### config.mk
export PLATFORM = sky130hd
export DESIGN_NAME = parking_gate_arbiter
export DESIGN_NICKNAME = d
export VERILOG_FILES = /design/src/rtl/parking_gate_arbiter.sv
export SDC_FILE = /design/constraint.sdc
export NUM_CORES = 1
export LEC_CHECK = 0
export ABC_AREA = 1
export BUFFER_PORTS_ARGS = -buffer_cell sky130_fd_sc_hd__buf_2
export CAP_MARGIN = 20
export CORE_MARGIN = 2
export CORE_UTILIZATION = 55
export CTS_CLUSTER_SIZE = 16
export DETAILED_ROUTE_END_ITERATION = 8
export PLACE_DENSITY_LB_ADDON = 0.15
export SLEW_MARGIN = 20
export SYNTH_ARGS = -nofsm -noshare
export SYNTH_HDL_FRONTEND = slang
export SYNTH_SLANG_ARGS = --single-unit
### constraint.sdc
create_clock -name clk -period 2.55 [get_ports clk]
set_input_delay 0.3825 -clock clk [delete_from_list [all_inputs] [get_ports clk]]
set_output_delay 0.3825 -clock clk [all_outputs]
set_load 0.05 [all_outputs]
### src/rtl/parking_gate_arbiter.sv
// +--------------------------------------------------------------------------+
// | Module      : parking_gate_arbiter                                        |
// | Description : Single-barrier gate shared by entry and exit lanes, with    |
// |               fair tie-breaking, timed open/close phases and occupancy   |
// |               pulses to the lot counter.                                 |
// | Revision    : 1.0 - initial release                                      |
// +--------------------------------------------------------------------------+
`default_nettype none

module parking_gate_arbiter #(
   parameter int CAPACITY       = 8,
   parameter int OPEN_CYCLES    = 3,
   parameter int CLOSE_CYCLES   = 3,
   parameter int TIMEOUT_CYCLES = 20
) (
   input  logic       clk,
   input  logic       reset,
   input  logic       entry_req,
   input  logic       exit_req,
   input  logic [3:0] car_count,
   input  logic       car_passed,
   output logic       gate_open,
   output logic       entry_grant,
   output logic       exit_grant,
   output logic       inc_pulse,
   output logic       dec_pulse,
   output logic       entry_denied,
   output logic       busy
);

   localparam logic [7:0] c_open_load  = 8'(OPEN_CYCLES - 1);
   localparam logic [7:0] c_pass_load  = 8'(TIMEOUT_CYCLES - 1);
   localparam logic [7:0] c_close_load = 8'(CLOSE_CYCLES - 1);

   typedef enum logic [1:0] {
      ST_IDLE    = 2'd0,
      ST_OPENING = 2'd1,
      ST_PASSING = 2'd2,
      ST_CLOSING = 2'd3
   } state_t;

   state_t     r_state, w_state_nxt;
   logic [7:0] r_timer, w_timer_nxt;
   logic       r_last_exit, w_last_exit_nxt;
   logic       r_entry_grant, w_entry_grant_nxt;
   logic       r_exit_grant, w_exit_grant_nxt;
   logic       w_inc_nxt, w_dec_nxt;
   logic       r_gate_open, r_inc_pulse, r_dec_pulse, r_entry_denied, r_busy;
   logic       w_room, w_entry_ok, w_exit_ok;

   // Counts above CAPACITY fall out of this compare as "full".
   assign w_room     = int'(car_count) < CAPACITY;
   assign w_entry_ok = entry_req && w_room;
   assign w_exit_ok  = exit_req && (car_count != 4'd0);

   always_comb begin
      w_state_nxt       = r_state;
      w_timer_nxt       = r_timer;
      w_last_exit_nxt   = r_last_exit;
      w_entry_grant_nxt = r_entry_grant;
      w_exit_grant_nxt  = r_exit_grant;
      w_inc_nxt         = 1'b0;
      w_dec_nxt         = 1'b0;
      case (r_state)
         ST_IDLE: begin
            w_timer_nxt       = 8'd0;
            w_entry_grant_nxt = 1'b0;
            w_exit_grant_nxt  = 1'b0;
            // On a tie the lane not served last wins.
            if (w_entry_ok && (!w_exit_ok || r_last_exit)) begin
               w_state_nxt       = ST_OPENING;
               w_timer_nxt       = c_open_load;
               w_entry_grant_nxt = 1'b1;
               w_last_exit_nxt   = 1'b0;
            end else if (w_exit_ok) begin
               w_state_nxt       = ST_OPENING;
               w_timer_nxt       = c_open_load;
               w_exit_grant_nxt  = 1'b1;
               w_last_exit_nxt   = 1'b1;
            end
         end
         ST_OPENING: begin
            if (r_timer == 8'd0) begin
               w_state_nxt = ST_PASSING;
               w_timer_nxt = c_pass_load;
            end else begin
               w_timer_nxt = r_timer - 8'd1;
            end
         end
         ST_PASSING: begin
            if (car_passed) begin
               w_state_nxt = ST_CLOSING;
               w_timer_nxt = c_close_load;
               w_inc_nxt   = r_entry_grant;
               w_dec_nxt   = r_exit_grant;
            end else if (r_timer == 8'd0) begin
               w_state_nxt = ST_CLOSING;
               w_timer_nxt = c_close_load;
            end else begin
               w_timer_nxt = r_timer - 8'd1;
            end
         end
         ST_CLOSING: begin
            if (r_timer == 8'd0) begin
               w_state_nxt       = ST_IDLE;
               w_timer_nxt       = 8'd0;
               w_entry_grant_nxt = 1'b0;
               w_exit_grant_nxt  = 1'b0;
            end else begin
               w_timer_nxt = r_timer - 8'd1;
            end
         end
         default: begin
            w_state_nxt       = ST_IDLE;
            w_timer_nxt       = 8'd0;
            w_entry_grant_nxt = 1'b0;
            w_exit_grant_nxt  = 1'b0;
         end
      endcase
   end

   // Outputs are registered from the next-state values so they align with the state.
   always_ff @(posedge clk) begin
      if (reset) begin
         r_state        <= ST_IDLE;
         r_timer        <= 8'd0;
         r_last_exit    <= 1'b1;
         r_entry_grant  <= 1'b0;
         r_exit_grant   <= 1'b0;
         r_gate_open    <= 1'b0;
         r_inc_pulse    <= 1'b0;
         r_dec_pulse    <= 1'b0;
         r_entry_denied <= 1'b0;
         r_busy         <= 1'b0;
      end else begin
         r_state        <= w_state_nxt;
         r_timer        <= w_timer_nxt;
         r_last_exit    <= w_last_exit_nxt;
         r_entry_grant  <= w_entry_grant_nxt;
         r_exit_grant   <= w_exit_grant_nxt;
         r_gate_open    <= (w_state_nxt == ST_PASSING);
         r_inc_pulse    <= w_inc_nxt;
         r_dec_pulse    <= w_dec_nxt;
         r_entry_denied <= entry_req && !w_room;
         r_busy         <= (w_state_nxt != ST_IDLE);
      end
   end

   assign gate_open    = r_gate_open;
   assign entry_grant  = r_entry_grant;
   assign exit_grant   = r_exit_grant;
   assign inc_pulse    = r_inc_pulse;
   assign dec_pulse    = r_dec_pulse;
   assign entry_denied = r_entry_denied;
   assign busy         = r_busy;

endmodule

`default_nettype wire

# [Yosys cells after proc, flatten, opt, wreduce, memory -nomap -nowiden]
# Cells that the tools add are included.
# W data, S select, Z words.
[classes] muxes=22 magnitude_cmp=1 n_reduce_logical=16 bitwise=2 eq_ne=5 addsub=1
[ops] op="$mux W8" count=4
[ops] op="$pmux W8 S4" count=1
[ops] op="$mux W2" count=8
[ops] op="$logic_not A8 Y1" count=1
[ops] op="$pmux W2 S4" count=1
[ops] op="$sub A8 B1 Y8 const B" count=1
[ops] op="$eq A2 B2 Y1 const B" count=3
[ops] op="$mux W1" count=6
[ops] op="$reduce_bool A2 Y1" count=3
[ops] op="$logic_and A1 B1 Y1" count=4
[ops] op="$lt A4 B4 Y1 const B" count=1
[ops] op="$pmux W1 S2" count=2
[ops] op="$reduce_and A2 Y1" count=2
[ops] op="$reduce_bool A4 Y1" count=1
[ops] op="$reduce_or A3 Y1" count=1
[ops] op="$eq A2 B1 Y1 const B" count=1
[ops] op="$logic_not A1 Y1" count=2
[ops] op="$logic_not A2 Y1" count=1
[ops] op="$ne A2 B2 Y1 const B" count=1
[ops] op="$not A1 Y1" count=2
[ops] op="$logic_or A1 B1 Y1" count=1
[totals] word_cells=57 output_inout_bits=7 regBits=18 inputBits=9

# [Depth between registers and ports, before layout]
# Gate-level depths: netlist of the first run.
[logic_depth] word_depth=8 ltp_mapped=10 depth_no_buf=10

# [Least setup slack after synthesis of the first run]
# No wires, ideal clock.
[synth_path] path_kind="register to register" start="reg r_timer[0]" end="reg r_busy (netlist: busy)" setup_time_ps=117 required_ps=2433 period_less_slack_ps=1173 setup_slack_ps=1377 t_arrival_ps=1055 path_stages_with_launch=10 path_cell_list="dfxtp_1 -> inv_1 -> ha_1 -> nand2_1 -> nor2_4 -> nand2_1 -> nand2_1 -> nand2_1 -> nand2_2 -> nand2_1"
[synth_via] elab_chain_len=5 elab_cells_between_ends=7 classes_between="mux (5); reduce/logical (2)"
[synth_rtl] item="start, declared" line="43" rtl="logic [7:0] r_timer, w_timer_nxt;"
[synth_rtl] item="start signal, assigned" line="137" rtl="r_timer <= w_timer_nxt;"
[synth_rtl] item="$logic_not A8 Y1 *" line="83, 96, 104"
[synth_rtl] item="$mux W2" line="96" rtl="end else if (r_timer == 8'd0) begin"
[synth_rtl] item="$mux W2" line="91" rtl="if (car_passed) begin"
[synth_rtl] item="$pmux W2 S4 *" line="64" rtl="case (r_state)"
[synth_rtl] item="$reduce_bool A2 Y1 *" line="145" rtl="r_busy <= (w_state_nxt != ST_IDLE);"
[synth_rtl] item="end signal, assigned" line="145"
[synth_rtl] item="end, declared" line="48" rtl="logic r_gate_open, r_inc_pulse, r_dec_pulse, r_entry_denied, r_busy;"
# Every way passes the cells marked *; elsewhere a longest branch is shown, timed or not.
# A chain may end at the register's enable or synchronous reset.

# [Final worst setup path of the first run]
[layout_path] start="reg r_exit_grant (netlist: exit_grant)" end="out exit_grant"
[layout_lines] item="start, declared" line="46" rtl="logic r_exit_grant, w_exit_grant_nxt;"
[layout_lines] item="start signal, assigned" line="140" rtl="r_exit_grant <= w_exit_grant_nxt;"
[layout_lines] item="end, declared" line="24" rtl="output logic exit_grant,"
# No word-level cell between the ends.

==> results.json, run 1 <==
{
  "core_sq_mm": 0.00152,
  "cts_resized": 0,
  "final_cells": 156,
  "grt_max_degree": 11,
  "synth_xor_area_share_pct": 1.93,
  "grt_usage_pct": 18.3,
  "cts_buffers": 3,
  "maxSlewViolCount": 0,
  "path_depth": 1,
  "power_density_mw_per_mm2": 1300,
  "rsz0062_at_grt": "false",
  "wl_microns": 1510,
  "synth_compound_area_share_pct": 7.16,
  "reg2reg_depth": 9,
  "dpl.hpwl_microns": 1230,
  "dp_cells": 152,
  "drtIter0Drc": 6,
  "ys_types": 24,
  "antenna_found_initial": 0,
  "leakage_nw": 0.524,
  "cts_root_buf": "clkbuf_4",
  "crit_family": "flip-flops",
  "peakVddDrop_uv": 726,
  "critPathKind": "reg -> out",
  "timing.final.crit_period_ns": 1.31,
  "avgSynthCellArea_sq_um": 7.45,
  "layout-drive-gt1-share_pct": 32.1,
  "synthSimpleGateAreaFrac_pct": 39.4,
  "worst_pin_slew_ns": 0.342,
  "synth_top_area_share_pct": 39.7,
  "drc": 0,
  "path_buf_inv": 1,
  "hp-class": "in -> reg",
  "min_period_over_period_pct": 51.3,
  "synth_seq_area_share_pct": 39.7,
  "synth_top_area_cell": "dfxtp_1",
  "ant_nets": 0,
  "hold_violations": 0,
  "async_flop_share_pct": 0,
  "multi_input_area_sq_um": 465,
  "die_x_microns": 44.6,
  "fmax_mhz": 765,
  "htreeDepth": 1,
  "syn_area_sq_um": 908,
  "max_slew_margin_pct": 77.1,
  "hold_depth": 3,
  "synthAdderAreaFrac_pct": 2.75,
  "path_max_fanout": 3,
  "synthFlopType": "dfxtp_1",
  "placedInstanceArea_sq_um": 992,
  "skew_ns": 0.00341,
  "synth_edf_count": 0,
  "totalPowerFinal_mw": 1.34,
  "initial_core_util_pct": 59.6,
  "arrival_ns": 0.92,
  "routabilityCongestion": 0.787,
  "port_buffers": 15,
  "synth_top_family_by_area": "simple AND/OR/NAND/NOR gates",
  "wire_per_inst_microns": 9.71,
  "ys_ff_latch": 18,
  "syn_inst": 122,
  "vias": 754,
  "cts_buffer_depth": 2,
  "crit_slowest_cell": "dfxtp_1",
  "clkLatencyLatePin_ns": 0.30,
  "seqCellArea_sq_um": 360,
  "post_drt_via_cell_ratio": 4.83,
  "finalSetupViolations": 0,
  "syn2layout_area_growth_pct": 13.2,
  "critPathMaxStageDelay_ns": 0.36,
  "nNetsFinal": 152,
  "grt_pass1_wl_microns": 2680,
  "synthTopCellsByArea": "dfxtp_1 40%, nand2_1 9.5%, nor2_1 6.2%",
  "grt_pass1_vias": 691,
  "postCtsSetupRepairBufs": 0,
  "path_clk_slew_ns": 0.10,
  "ios": 16,
  "start_kind": "register",
  "required_ns": 2.17,
  "yosysWarnings": 0,
  "endpoint_kind": "primary output",
  "status": "finished, final reports clean",
  "grt-ovfl-total": 0,
  "fin_tns_setup_ns": 0,
  "die_area_sq_mm": 0.00199,
  "syn-num-nets": 133,
  "fill_cells": 143,
  "synthMuxAreaShare_pct": 0,
  "cts_sinks": 18,
  "fp-row-count": 14,
  "fp.dieH_microns": 44.6,
  "cts_hold_buf": 0,
  "drv_cap": 0,
  "fin_area_sq_mm": 0.00103,
  "cts_tree": "built",
  "n_antenna_cell": 0,
  "path_cells": "buf_2",
  "first_pass_iters": 4
}
==> worst paths after layout <==
| path | startpoint | to | slack [ns] |
|---|---|---|---|
| hold / removal | entry_req | entry_denied | 0.31 |
| setup / recovery | exit_grant | exit_grant | 1.24 |
| setup reg to reg | r_timer[0] | busy | 1.27 |
| hold reg to reg | entry_grant | inc_pulse | 0.50 |
==> placed cells by master (no fill, tap or decap), drive strengths merged <==
| master | n |
|---|---|
| inv | 19 |
| a21oi | 5 |
| o211ai | 1 |
| ha | 2 |
| o21ai | 3 |
| nand2 | 31 |
| nand4 | 1 |
| xor2 | 1 |
| a31oi | 1 |
| nor3b | 2 |
| nand3 | 11 |
| clkbuf | 4 |
| nand3b | 1 |
| buf | 15 |
| nor2 | 24 |
| xnor2 | 1 |
| dfxtp | 18 |
==> synth_stat cells (2+ instances only) <==
cell type and instances:
nand2_1 23, dfxtp_1 18, nor2_1 15, inv_1 14, nand3_1 10, nand2_2 7, nor2_2 6, inv_2 5
a21oi_1 3, nor2_4 3, a21oi_2 2, ha_1 2, nor3b_1 2, o21ai_0 2
==> per-stage QoR <==
stage               hold WS, ns  util [%]  worst slack [ns]
floorplan                 0.452         -              1.38
global placement          0.482      65.1              1.29
detailed placement        0.480      65.1              1.27
CTS                       0.294      67.5              1.23
global route              0.307      67.5              1.14
finish                    0.305      67.5              1.24
==> report_power, final <==
part | switching [mW] | leakage (nW) | internal, mW
combinational | 0.489 | 0.356 | 0.256
sequential | 0.0624 | 0.147 | 0.357
clock | 0.0900 | 0.0210 | 0.0871
==> cells by family after synthesis <==
| group | after synthesis |
|---|---|
| AOI/OAI and AO/OA | 10 |
| xor gates and xnor gates | 2 |
| adders and majority gates | 2 |
| buffers and inverters | 20 |
| DFF | 18 |
| and+or+nand+nor | 70 |
==> routing by layer <==
| metal | global-route usage [%] | part of all wire, % | vias up |
|---|---|---|---|
| li1 | - | - | 415 |
| met1 | 21.5 | 48 | 327 |
| met2 | 31.3 | 47 | 10 |
| met3 | 3.67 | 2.8 | 2 |
| met4 | 9.09 | 1.4 | 0 |
| met5 | 0 | 0 | - |
==> area by class of cell <==
class	instances	share of cell area (%)
multi-input cells	84	45.3
clock buffers	4	3.53
repair buffers	15	7.30
well taps	16	1.95
flip-flops and latches	18	35.0
inverters	19	6.93
==> registers in the layout, indices dropped and copies added (netlist names) <==
name	flops
inc_pulse	1
exit_grant	1
entry_grant	1
r_state	2
gate_open	1
entry_denied	1
dec_pulse	1
busy	1
r_last_exit	1
r_timer	8
No activity file was read; power rests on OpenSTA's default activity.
==> run 2: changes to the inputs <==
- CORE_UTILIZATION: 55 -> 53
- clock period: 2.55 -> 1.23 ns (I/O delays scaled with it)
==> results.json, run 2 (synthesis gave the netlist of run 1 again) <==
{
  "drc": 0,
  "vias": 829,
  "initial_core_util_pct": 58.3,
  "grt_pass1_vias": 712,
  "critPathKind": "reg -> reg",
  "die_x_microns": 45.4,
  "top_register": "r_timer",
  "power_density_mw_per_mm2": 2850,
  "dpl.hpwl_microns": 1400,
  "maxSlewViolCount": 0,
  "largest_reg_flops": 8,
  "die_area_sq_mm": 0.00206,
  "nNetsFinal": 160,
  "timing.final.crit_period_ns": 1.21,
  "grt-ovfl-total": 0,
  "hold_depth": 3,
  "cts_sinks": 18,
  "reg2reg_depth": 9,
  "peakVddDrop_uv": 1600,
  "final_common_cell": "nand2_1",
  "fmax_mhz": 830,
  "fp.dieH_microns": 45.4,
  "core_sq_mm": 0.00156,
  "cts_root_buf": "clkbuf_4",
  "layout-drive-gt1-share_pct": 46.6,
  "drtIter0Drc": 16,
  "grt_pass1_wl_microns": 2970,
  "clkLatencyLatePin_ns": 0.30,
  "cts_buffers": 3,
  "max_slew_margin_pct": 83.5,
  "cts_buffer_depth": 2,
  "hold_path_end": "entry_denied",
  "htreeDepth": 1,
  "drv_cap": 0,
  "required_ns": 1.44,
  "mostFrequentLayoutCells": "19 x nand2_1, 15 x dfxtp_1, 15 x buf_2",
  "grt_max_degree": 11,
  "hp-class": "in -> reg",
  "antenna_found_initial": 0,
  "syn2layout_area_growth_pct": 27.7,
  "ios": 16,
  "worstReg2RegEnd": "busy",
  "rrSetupSlack_ns": 0.02,
  "status": "finished, final reports clean",
  "wl_microns": 1890,
  "endpoint_kind": "register",
  "hp-start": "entry_req",
  "finalSetupViolations": 0,
  "min_period_over_period_pct": 98.0,
  "first_pass_iters": 4,
  "wire_per_inst_microns": 11.5,
  "path_max_fanout": 3,
  "r2r_start": "r_timer[0]",
  "skew_ns": 0.00601,
  "hold_violations": 0,
  "fin_util_pct": 74.4,
  "routabilityCongestion": 0.805,
  "largestRegisters": "r_timer x8, r_state x2",
  "leakage_nw": 0.575,
  "hold_ws_ns": 0.103,
  "cts_tree": "built",
  "rsz0062_at_grt": "true",
  "port_buffers": 15,
  "post_drt_via_cell_ratio": 5.05,
  "start_kind": "register",
  "ant_nets": 0,
  "n_antenna_cell": 0,
  "grt_usage_pct": 20.7,
  "fp-row-count": 14,
  "worst_pin_slew_ns": 0.250,
  "path_clk_slew_ns": 0.10,
  "arrival_ns": 1.41
}
[run 2: changes by cell type in the layout (fill, tap and decap cells not counted), moves of 3 or more]
cell / before / now
buf_4: 0 / 8
nand2_2: 7 / 10
nand3_1: 10 / 7
dfxtp_1: 18 / 15
nand2_1: 23 / 19
dfxtp_2: 0 / 3
[run 2: worst max-delay path by stage]
stage	slack, ns	depth (start not counted)	end	startpoint
2_1_floorplan	0.06	9	busy	r_timer[0]
3_3_place_gp	0.02	6	r_timer[6]	r_timer[0]
3_5_place_dp	-0.03	9	busy	r_timer[0]
4_1_cts	0.01	9	busy	r_timer[0]
5_1_grt	-0.06	9	r_timer[7]	r_timer[1]
6_report	0.02	9	busy	r_timer[0]
[run 2: critical path, stage by stage, from the launching register on]
cell	delay, ns
dfxtp_1	0.32
inv_2	0.09
ha_4	0.15
nand2_2	0.07
inv_1	0.07
nand2_2	0.08
nand2_2	0.06
nand2_2	0.06
o21ai_2	0.13
nand2_1	0.06
[run 2: per-stage QoR]
step                      area, sq um  setup slack, ns  setup TNS (ns)  cells  power, mW
after floorplan                   908           0.0574               0    122       2.20
after global placement           1030           0.0212               0    157       2.50
after detailed placement         1030          -0.0294         -0.0806    157       2.57
after CTS                        1070           0.0114               0    161       2.97
after global routing             1160          -0.0566          -0.263    164       3.56
final                            1160           0.0250               0    164       3.31
[run 2: layer usage]
metal	wire, microns	vias to the layer above	track usage [%]
li1	-	435	-
met1	793	364	23.5
met2	946	21	34.6
met3	84	9	5.56
met4	64	0	11.8
met5	0	-	0
[run 2: final cells by class]
| cell class | count | area, sq um |
|---|---|---|
| Multi-Input combinational cell | 84 | 533 |
| Tap cell | 16 | 20.0 |
| Timing Repair Buffer | 23 | 135 |
| Fill cell | 109 | 399 |
| Sequential cell | 18 | 364 |
| Clock buffer | 4 | 36.3 |
| Inverter | 19 | 71.3 |
[run 2: timing repair]
action                     in CTS  in global routing
gates resized for setup         6                 16
buffers inserted                0                  3
setup endpoints to repair      10                 11
pin swaps                       2                  7
hold buffers                    0                  0
[run 2: report_power, final]
group	switching [mW]	internal (mW)
clock	0.190	0.181
sequential	0.128	0.748
combinational	1.24	0.819
==> run 3: changes to the inputs <==
- CORE_UTILIZATION: 53 -> 55
- clock period: 1.23 -> 1.55 ns (I/O delays scaled with it)
==> results.json, run 3 (synthesis gave the netlist of run 1 again) <==
{
  "syn2layout_area_growth_pct": 13.2,
  "required_ns": 1.74,
  "start_kind": "register",
  "cts_buffers": 3,
  "arrival_ns": 1.53,
  "grt_usage_pct": 18.8,
  "maxSlewViolCount": 0,
  "fin_tns_setup_ns": 0,
  "fp-row-count": 14,
  "hold_violations": 0,
  "die_x_microns": 44.6,
  "largest_reg_flops": 8,
  "reg2reg_depth": 9,
  "vias": 788,
  "routabilityCongestion": 0.790,
  "path_clk_slew_ns": 0.10,
  "cts_buffer_depth": 2,
  "n_antenna_cell": 0,
  "drtIter0Drc": 10,
  "die_area_sq_mm": 0.00199,
  "power_density_mw_per_mm2": 2150,
  "grt_max_degree": 11,
  "cts_tree": "built",
  "final_cells": 156,
  "drc": 0,
  "finalSetupViolations": 0,
  "status": "finished, final reports clean",
  "cts_resized": 0,
  "fin_ws_ns": 0.217,
  "grt_pass1_vias": 703,
  "drv_cap": 0,
  "timing.final.crit_period_ns": 1.33,
  "core_sq_mm": 0.00152,
  "cts_sinks": 18,
  "hold_depth": 2,
  "initial_core_util_pct": 59.6,
  "fmax_mhz": 750,
  "cts_root_buf": "clkbuf_4",
  "fin_area_sq_mm": 0.00103,
  "grt_pass1_wl_microns": 2740,
  "port_buffers": 15,
  "skew_ns": 0.00326,
  "antenna_found_initial": 0,
  "nNetsFinal": 152,
  "wire_per_inst_microns": 10.1,
  "leakage_nw": 0.524,
  "final_common_cell": "nand2_1",
  "ant_nets": 0,
  "max_slew_margin_pct": 77.4,
  "largestRegisters": "r_timer x8, r_state x2",
  "critPathKind": "reg -> reg",
  "worst_pin_slew_ns": 0.338,
  "fill_cells": 149,
  "min_period_over_period_pct": 86.0,
  "hp-class": "in -> reg",
  "htreeDepth": 1,
  "dpl.hpwl_microns": 1280,
  "grt-ovfl-total": 0,
  "ios": 16,
  "cts_hold_buf": 0,
  "dpl_worst_slack_ns": 0.211,
  "clkLatencyLatePin_ns": 0.29,
  "path_max_fanout": 4,
  "mostFrequentLayoutCells": "23 x nand2_1, 18 x dfxtp_1, 15 x nor2_1, 15 x buf_2, 14 x inv_1",
  "peakVddDrop_uv": 1160,
  "postCtsSetupRepairBufs": 0,
  "post_drt_via_cell_ratio": 5.05,
  "dp_cells": 152,
  "placedInstanceArea_sq_um": 992,
  "endpoint_kind": "register",
  "rsz0062_at_grt": "false",
  "first_pass_iters": 4,
  "top_register": "r_timer",
  "wl_microns": 1570,
  "fp.dieH_microns": 44.6,
  "layout-drive-gt1-share_pct": 32.1
}
[run 3: changes by cell type in the layout (fill, tap and decap cells not counted), moves of 3 or more]
cell     delta
dfxtp_2     -3
nand2_2     -3
nand3_1     +3
nand2_1     +4
buf_4       -8
dfxtp_1     +3
[run 3: layout make-up]
class	instances	area, sq um	share of cell area (%)
repair buffers	15	75.1	7.30
clock buffers	4	36.3	3.53
flip-flops and latches	18	360	35.0
well taps	16	20.0	1.95
inverters	19	71.3	6.93
multi-input cells	84	465	45.3
[run 3: final timing paths]
kind	from	slack, ns	endpoint
worst max-delay path	r_timer[0]	0.22	busy
worst min register to register	exit_grant	0.50	dec_pulse
worst min-delay path	reset	0.16	entry_denied
worst max register to register	r_timer[0]	0.22	busy
[run 3: layer usage]
layer / GRT usage (%) / routed length, microns / up-vias
met2: 33.3 / 785 / 11
met4: 9.09 / 30 / 0
li1: - / - / 418
met3: 2.45 / 46 / 4
met5: 0 / 0 / -
met1: 21.9 / 707 / 355
[run 3: critical path, stage by stage, from the launching register on]
cell	delay, ns
dfxtp_1	0.32
inv_1	0.11
ha_1	0.20
nand2_1	0.12
nor2_4	0.16
nand2_1	0.06
nand2_1	0.06
nand2_1	0.06
nand2_2	0.08
nand2_1	0.06
[run 3: stage by stage]
step / hold slack (ns) / utilization (%) / power [mW]
floorplan: 0.302 / - / 1.75
global placement: 0.467 / 65.1 / 1.91
detailed placement: 0.467 / 65.1 / 1.95
CTS: 0.155 / 67.5 / 2.23
global route: 0.176 / 67.5 / 2.41
finish: 0.159 / 67.5 / 2.21
[run 3: where the power goes]
part / switching, mW / total (mW) / internal [mW]
Sequential: 0.103 / 0.690 / 0.587
Combinational: 0.822 / 1.24 / 0.420
Clock: 0.140 / 0.283 / 0.143
